==> src/rtl/uart_pkg.sv <==
// ---------------------------------------------------------------------------
// uart_pkg : shared UART types and default sizing
// Revision : 1.0
// ---------------------------------------------------------------------------
`default_nettype none

package uart_pkg;

  localparam int C_DEFAULT_N     = 8;
  localparam int C_DEFAULT_DEPTH = 16;

  typedef enum logic [1:0] {
    IDLE  = 2'd0,
    START = 2'd1,
    WAIT  = 2'd2
  } tx_state_t;

endpackage

`default_nettype wire

==> src/rtl/uart_sync_fifo.sv <==
// ---------------------------------------------------------------------------
// uart_sync_fifo : single-clock circular FIFO with flush, shared by Tx and Rx
// Revision       : 1.0
// ---------------------------------------------------------------------------
`default_nettype none

module uart_sync_fifo
  import uart_pkg::*;
#(
  parameter int N     = C_DEFAULT_N,
  parameter int DEPTH = C_DEFAULT_DEPTH
) (
  input  logic                     PCLK,
  input  logic                     PRESETn,
  input  logic                     flush,
  input  logic                     push,
  input  logic [N-1:0]             wdata,
  input  logic                     pop,
  output logic [N-1:0]             rdata,
  output logic                     full,
  output logic                     empty,
  output logic [$clog2(DEPTH):0]   level
);

  localparam int AW = $clog2(DEPTH);
  localparam logic [AW:0] C_PTR_ONE = {{AW{1'b0}}, 1'b1};

  logic [N-1:0] r_mem [DEPTH];
  logic [AW:0]  r_wptr;
  logic [AW:0]  r_rptr;
  logic         w_push;
  logic         w_pop;

  // A full FIFO rejects the push even when a pop happens in the same cycle.
  assign w_push = push & ~full & ~flush;
  assign w_pop  = pop & ~empty & ~flush;

  always_ff @(posedge PCLK or negedge PRESETn) begin
    if (!PRESETn) begin
      r_wptr <= '0;
      r_rptr <= '0;
    end else if (flush) begin
      r_wptr <= '0;
      r_rptr <= '0;
    end else begin
      if (w_push) r_wptr <= r_wptr + C_PTR_ONE;
      if (w_pop)  r_rptr <= r_rptr + C_PTR_ONE;
    end
  end

  always_ff @(posedge PCLK) begin
    if (w_push) r_mem[r_wptr[AW-1:0]] <= wdata;
  end

  assign rdata = r_mem[r_rptr[AW-1:0]];
  assign empty = (r_wptr == r_rptr);
  assign full  = (r_wptr[AW] != r_rptr[AW]) && (r_wptr[AW-1:0] == r_rptr[AW-1:0]);
  assign level = r_wptr - r_rptr;

endmodule

`default_nettype wire

==> src/rtl/uart_tx_feeder.sv <==
// ---------------------------------------------------------------------------
// uart_tx_feeder : buffers bytes and hands them one at a time to a UART Tx
// Revision       : 1.0
// ---------------------------------------------------------------------------
`default_nettype none

module uart_tx_feeder
  import uart_pkg::*;
#(
  parameter int N     = C_DEFAULT_N,
  parameter int DEPTH = C_DEFAULT_DEPTH
) (
  input  logic                     PCLK,
  input  logic                     PRESETn,
  input  logic                     wr_en,
  input  logic [N-1:0]             wr_data,
  input  logic                     flush,
  input  logic                     ovf_clr,
  input  logic                     tx_busy,
  input  logic                     tx_done,
  output logic [N-1:0]             tx_data,
  output logic                     tx_en,
  output logic                     full,
  output logic                     empty,
  output logic [$clog2(DEPTH):0]   level,
  output logic                     overflow
);

  tx_state_t    r_state;
  tx_state_t    w_state_nxt;
  logic         r_tx_en;
  logic         w_tx_en_nxt;
  logic [N-1:0] r_tx_data;
  logic [N-1:0] w_head;
  logic         w_pop;
  logic         r_overflow;
  logic         w_ovf_set;

  uart_sync_fifo #(
    .N     (N),
    .DEPTH (DEPTH)
  ) u_fifo (
    .PCLK    (PCLK),
    .PRESETn (PRESETn),
    .flush   (flush),
    .push    (wr_en),
    .wdata   (wr_data),
    .pop     (w_pop),
    .rdata   (w_head),
    .full    (full),
    .empty   (empty),
    .level   (level)
  );

  always_comb begin
    w_state_nxt = r_state;
    w_tx_en_nxt = r_tx_en;
    w_pop       = 1'b0;
    case (r_state)
      IDLE: begin
        if (!empty && !tx_busy && !flush) begin
          w_pop       = 1'b1;
          w_tx_en_nxt = 1'b1;
          w_state_nxt = START;
        end
      end
      START: begin
        if (flush) begin
          w_tx_en_nxt = 1'b0;
          w_state_nxt = IDLE;
        end else if (tx_busy) begin
          w_tx_en_nxt = 1'b0;
          w_state_nxt = WAIT;
        end
      end
      // An in-flight byte always runs to completion, even across a flush.
      WAIT: begin
        if (tx_done) w_state_nxt = IDLE;
      end
      default: begin
        w_tx_en_nxt = 1'b0;
        w_state_nxt = IDLE;
      end
    endcase
  end

  always_ff @(posedge PCLK or negedge PRESETn) begin
    if (!PRESETn) begin
      r_state   <= IDLE;
      r_tx_en   <= 1'b0;
      r_tx_data <= '0;
    end else begin
      r_state <= w_state_nxt;
      r_tx_en <= w_tx_en_nxt;
      if (w_pop) r_tx_data <= w_head;
    end
  end

  // Flush discards a concurrent push silently; a rejected push beats ovf_clr.
  assign w_ovf_set = wr_en & full & ~flush;

  always_ff @(posedge PCLK or negedge PRESETn) begin
    if (!PRESETn)       r_overflow <= 1'b0;
    else if (w_ovf_set) r_overflow <= 1'b1;
    else if (ovf_clr)   r_overflow <= 1'b0;
  end

  assign tx_en    = r_tx_en;
  assign tx_data  = r_tx_data;
  assign overflow = r_overflow;

endmodule

`default_nettype wire

==> config.mk <==
export PLATFORM = sky130hd
export DESIGN_NAME = uart_tx_feeder
export DESIGN_NICKNAME = d
export VERILOG_FILES = /design/src/rtl/uart_pkg.sv /design/src/rtl/uart_sync_fifo.sv /design/src/rtl/uart_tx_feeder.sv
export SDC_FILE = /design/constraint.sdc
export NUM_CORES = 1
export LEC_CHECK = 0
export BUFFER_PORTS_ARGS = -buffer_cell sky130_fd_sc_hd__buf_2
export CORE_MARGIN = 2
export CORE_UTILIZATION = 50
export CTS_CLUSTER_DIAMETER = 30
export DETAILED_ROUTE_END_ITERATION = 10
export HOLD_SLACK_MARGIN = 0.15
export PLACE_DENSITY = 0.7
export SETUP_SLACK_MARGIN = 0.2
export SYNTH_ARGS = -nofsm -noshare
export SYNTH_HDL_FRONTEND = slang
export SYNTH_SLANG_ARGS = --single-unit
export TNS_END_PERCENT = 50
==> constraint.sdc <==
create_clock -name PCLK -period 2.89 [get_ports PCLK]
set_input_delay 0 -clock PCLK [delete_from_list [all_inputs] [get_ports PCLK]]
set_output_delay 0 -clock PCLK [all_outputs]
set_load 0.02 [all_outputs]
==> results by group <==
Status
  • Run status: complete, no violations

Timing
  • Hold Slack: between 0.4 and 0.5 ns
  • Max Clk Rate: a little over 0.4 GHz
  • Setup-failing EPs final: 0
  • Worst slew pin tran: 1.03 ns
  • RSZ-0062 raised after global routing: false
  • Fin. max-slew vios: 0
  • Period utilization: 83.8%
  • Max Clock Skew: 0.0109 ns
  • Relative slew slack: 31.0%
  • Setup TNS: 0 ns
  • Final Hold Viols: 0
  • Clock period minus worst slack: 2.42 ns
  • Post-route worst setup slack: 0.468 ns

Job
  • Maxcap violations: 0

Critical path
  • Crit end category: flip-flop
  • Worst-path fanout max: 8
  • Startpoint Class: flip-flop
  • Crit path DAT: approximately 2.5 ns
  • R2R cell count: 6
  • Worst Setup SP: u_fifo.r_rptr[1]
  • Worst R2R End: u_fifo.r_mem[0][6]
  • WP data required: 2.94 ns
  • Setup CP Type: flip-flop to flip-flop
  • R2R setup slack: 0.47 ns
  • FF-to-FF Start: u_fifo.r_rptr[1]

Logic synthesis
  • Synth Cell Area: 0.00618 mm²
  • #FFs+latches synth: 150
  • Top-count cell post-synth: edfxtp_1
  • Top-area cell type share of the netlist area: 62.2%
  • Synth cell types: 41
  • Mapped Cells: 331
  • Async SR Flop Fraction: 14.7%
  • Commonest cells post-synth: 128 x edfxtp_1, 25 x mux4_2, 22 x dfrtp_1, 21 x nor2_1, 12 x o21ai_1
  • Leading area contributor after synthesis: edfxtp_1
  • Post-Synthesis Net Count: 356
  • Synth Flop Type: edfxtp_1
  • Register area share after synthesis: 71.1%
  • YS warnings: 0
  • Syn_area_per_cell: 18.7 µm²
  • Post-synth EDFFs: 128
  • Top cells by area, synth: edfxtp_1 62%, mux4_2 9.1%, dfrtp_1 8.9%, mux4_1 3.0%, ha_1 1.8%

Place
  • Detailed placer's ending HPWL: about 8000 µm
  • GP Congestion: 0.819
  • Post-Place Cells: 518
  • Buffers added on ports: 31
  • Placed Area: roughly 0.0066 mm²
  • Place WS: 0.514 ns

Final layout
  • Final std cells w/o fill: 567
  • Nets: between 400 and 500
  • Final instance area: about 0.0074 mm²
  • Util after Layout: 61.6%
  • Share of cells above drive strength 1: 31.0%
  • Inserted Diodes: 0
  • Area Growth Syn to Fin: 19.9%

Clocking
  • H-tree Lvls: 4
  • CTS clk-pin slew, worst paths: 0.06 ns
  • Clock root buffer: clkbuf_16
  • Worst skew pair latency: 0.42 ns
  • TritonCTS clock tree: built
  • CTS buffer count: 17
  • # resized after CTS: 0
  • Clock Sinks: 150
  • Longest Clk Path Bufs: 2

Drt
  • Antenna viol nets, final: 0
  • Vias/cell: about 5.8
  • Initial DRC count: 246
  • Drt drc: 0
  • Avg WL per Cell: 22.5 µm
  • Via count: 3,290
  • Total wire length: 12,800 µm
  • DRT Pass-1 Iters: 5

Floorplan
  • Rows: 40
  • Die Width: 115 µm
  • Core area: 0.0120 mm²
  • Die Footprint: approximately 0.013 mm²
  • I/O Pins: 32
  • Starting Density: 51.4%
  • Chip Height: between 100 and 150 µm

Global routing
  • Vias in the first global route: 3,376
  • Grt total ovfl: 0
  • GRT Total Usage: 21.2%
  • First-pass GRT wire length: 19,800 µm
  • Pin count of the biggest net entering global routing: 34
  • Initial antenna violation count: 0

Pwr
  • P_sw: about 1.2 mW
  • Max IR drop VDD: 0.000422 V
  • PD cells: 709 mW/mm²
  • Switch share: 22.6%
  • Leakage power: 2.60 nW
  • Final total power: 5.25 mW
  • Clock power share: 43.2%
  • Comb power frac: a little under a tenth
  • Register share of total power: 47.5%
  • Internal Pwr Total: just over 4 mW

Min path
  • Hold Startpoint: tx_busy
  • Hold crit path type: primary input to flip-flop
  • Hold worst-path end: r_state[1]
  • Hold path cells: 3
[what timing repair did]
action | 4_1_cts | 5_1_grt
hold buffers | 17 | 0
setup buffers | 0 | 0
endpoints found under the hold margin | 164 | 0
[cell type report]
type / instances / area (µm²)
inverters: 11 / 41.3
clock buffers: 18 / 429
repair buffers: 71 / 498
flip-flops and latches: 150 / 4400
multi-input cells: 156 / 1670
fillers: 887 / 4610
well taps: 147 / 184
clock inverters: 14 / 184
[cell usage in the layout (no fill, tap or decap), types with 2 or more instances in the layout]
cell type      instances
edfxtp_1             128
buf_2                 31
mux4_2                25
buf_4                 23
nor2_1                21
dfrtp_1               21
clkbuf_16             17
dlygate4sd3_1         17
o21ai_1               12
mux2i_1               10
inv_1                  9
nand2_1                9
ha_1                   9
mux2_2                 8
mux4_1                 7
a21oi_1                6
a22oi_1                6
xnor2_1                5
nor3_2                 5
xor2_1                 4
nand2b_1               4
bufinv_16              4
clkinv_2               4
o211ai_1               3
nand3_1                3
clkinvlp_4             3
inv_2                  2
a21o_1                 2
a22oi_2                2
nor3_1                 2
clkinv_4               2
[power by group through the flow]
stage	Sequential, mW	Combinational [mW]	Clock [mW]
global route	2.50	0.538	2.38
CTS	2.49	0.498	2.29
finish	2.49	0.491	2.27
detailed placement	2.54	0.479	0
global placement	2.53	0.466	0
floorplan	2.60	0.208	0
[layer usage]
| layer | share of wire, % | vias to the layer above | track usage [%] |
|---|---|---|---|
| met5 | 0 | - | 0 |
| met3 | 4.6 | 23 | 5.11 |
| met2 | 49 | 99 | 33.1 |
| met1 | 44 | 1691 | 28.8 |
| met4 | 2.7 | 0 | 9.16 |
| li1 | - | 1477 | - |
[state kept, by name (all words and copies together) (netlist names)]
register,cells
r_state,2
tx_en,1
overflow,1
tx_data,8
u_fifo.r_mem,128
u_fifo.r_rptr,5
u_fifo.r_wptr,5
[critical path, stage by stage (launching register included)]
cell	delay, ns
dfrtp_1	0.46
inv_1	0.10
ha_1	0.33
and4_1	0.23
a21oi_1	0.21
nand2_1	0.19
nor3_2	0.54
[how the worst max path moves through the flow]
| stage | to | slack (ns) | cells after the start |
|---|---|---|---|
| 2_1_floorplan | u_fifo.r_mem[14][0] | 0.18 | 9 |
| 3_3_place_gp | tx_data[7] | 0.61 | 5 |
| 3_5_place_dp | u_fifo.r_mem[0][4] | 0.51 | 6 |
| 4_1_cts | u_fifo.r_mem[0][3] | 0.48 | 6 |
| 5_1_grt | u_fifo.r_mem[0][2] | 0.30 | 6 |
| 6_report | u_fifo.r_mem[0][6] | 0.47 | 6 |
[logic make-up after synthesis]
| family | count (synthesis) | synth area share [%] |
|---|---|---|
| adder cells (fa/ha/maj) | 10 | 2.15 |
| flip-flops | 150 | 71.1 |
| XOR/XNOR | 10 | 1.54 |
| multiplexers | 50 | 15.2 |
| buffers and inverters | 25 | 2.19 |
| AND/OR/NAND/NOR | 50 | 3.95 |
| AO/OA/AOI/OAI | 36 | 3.87 |
Power figures use the tool's default switching activity.
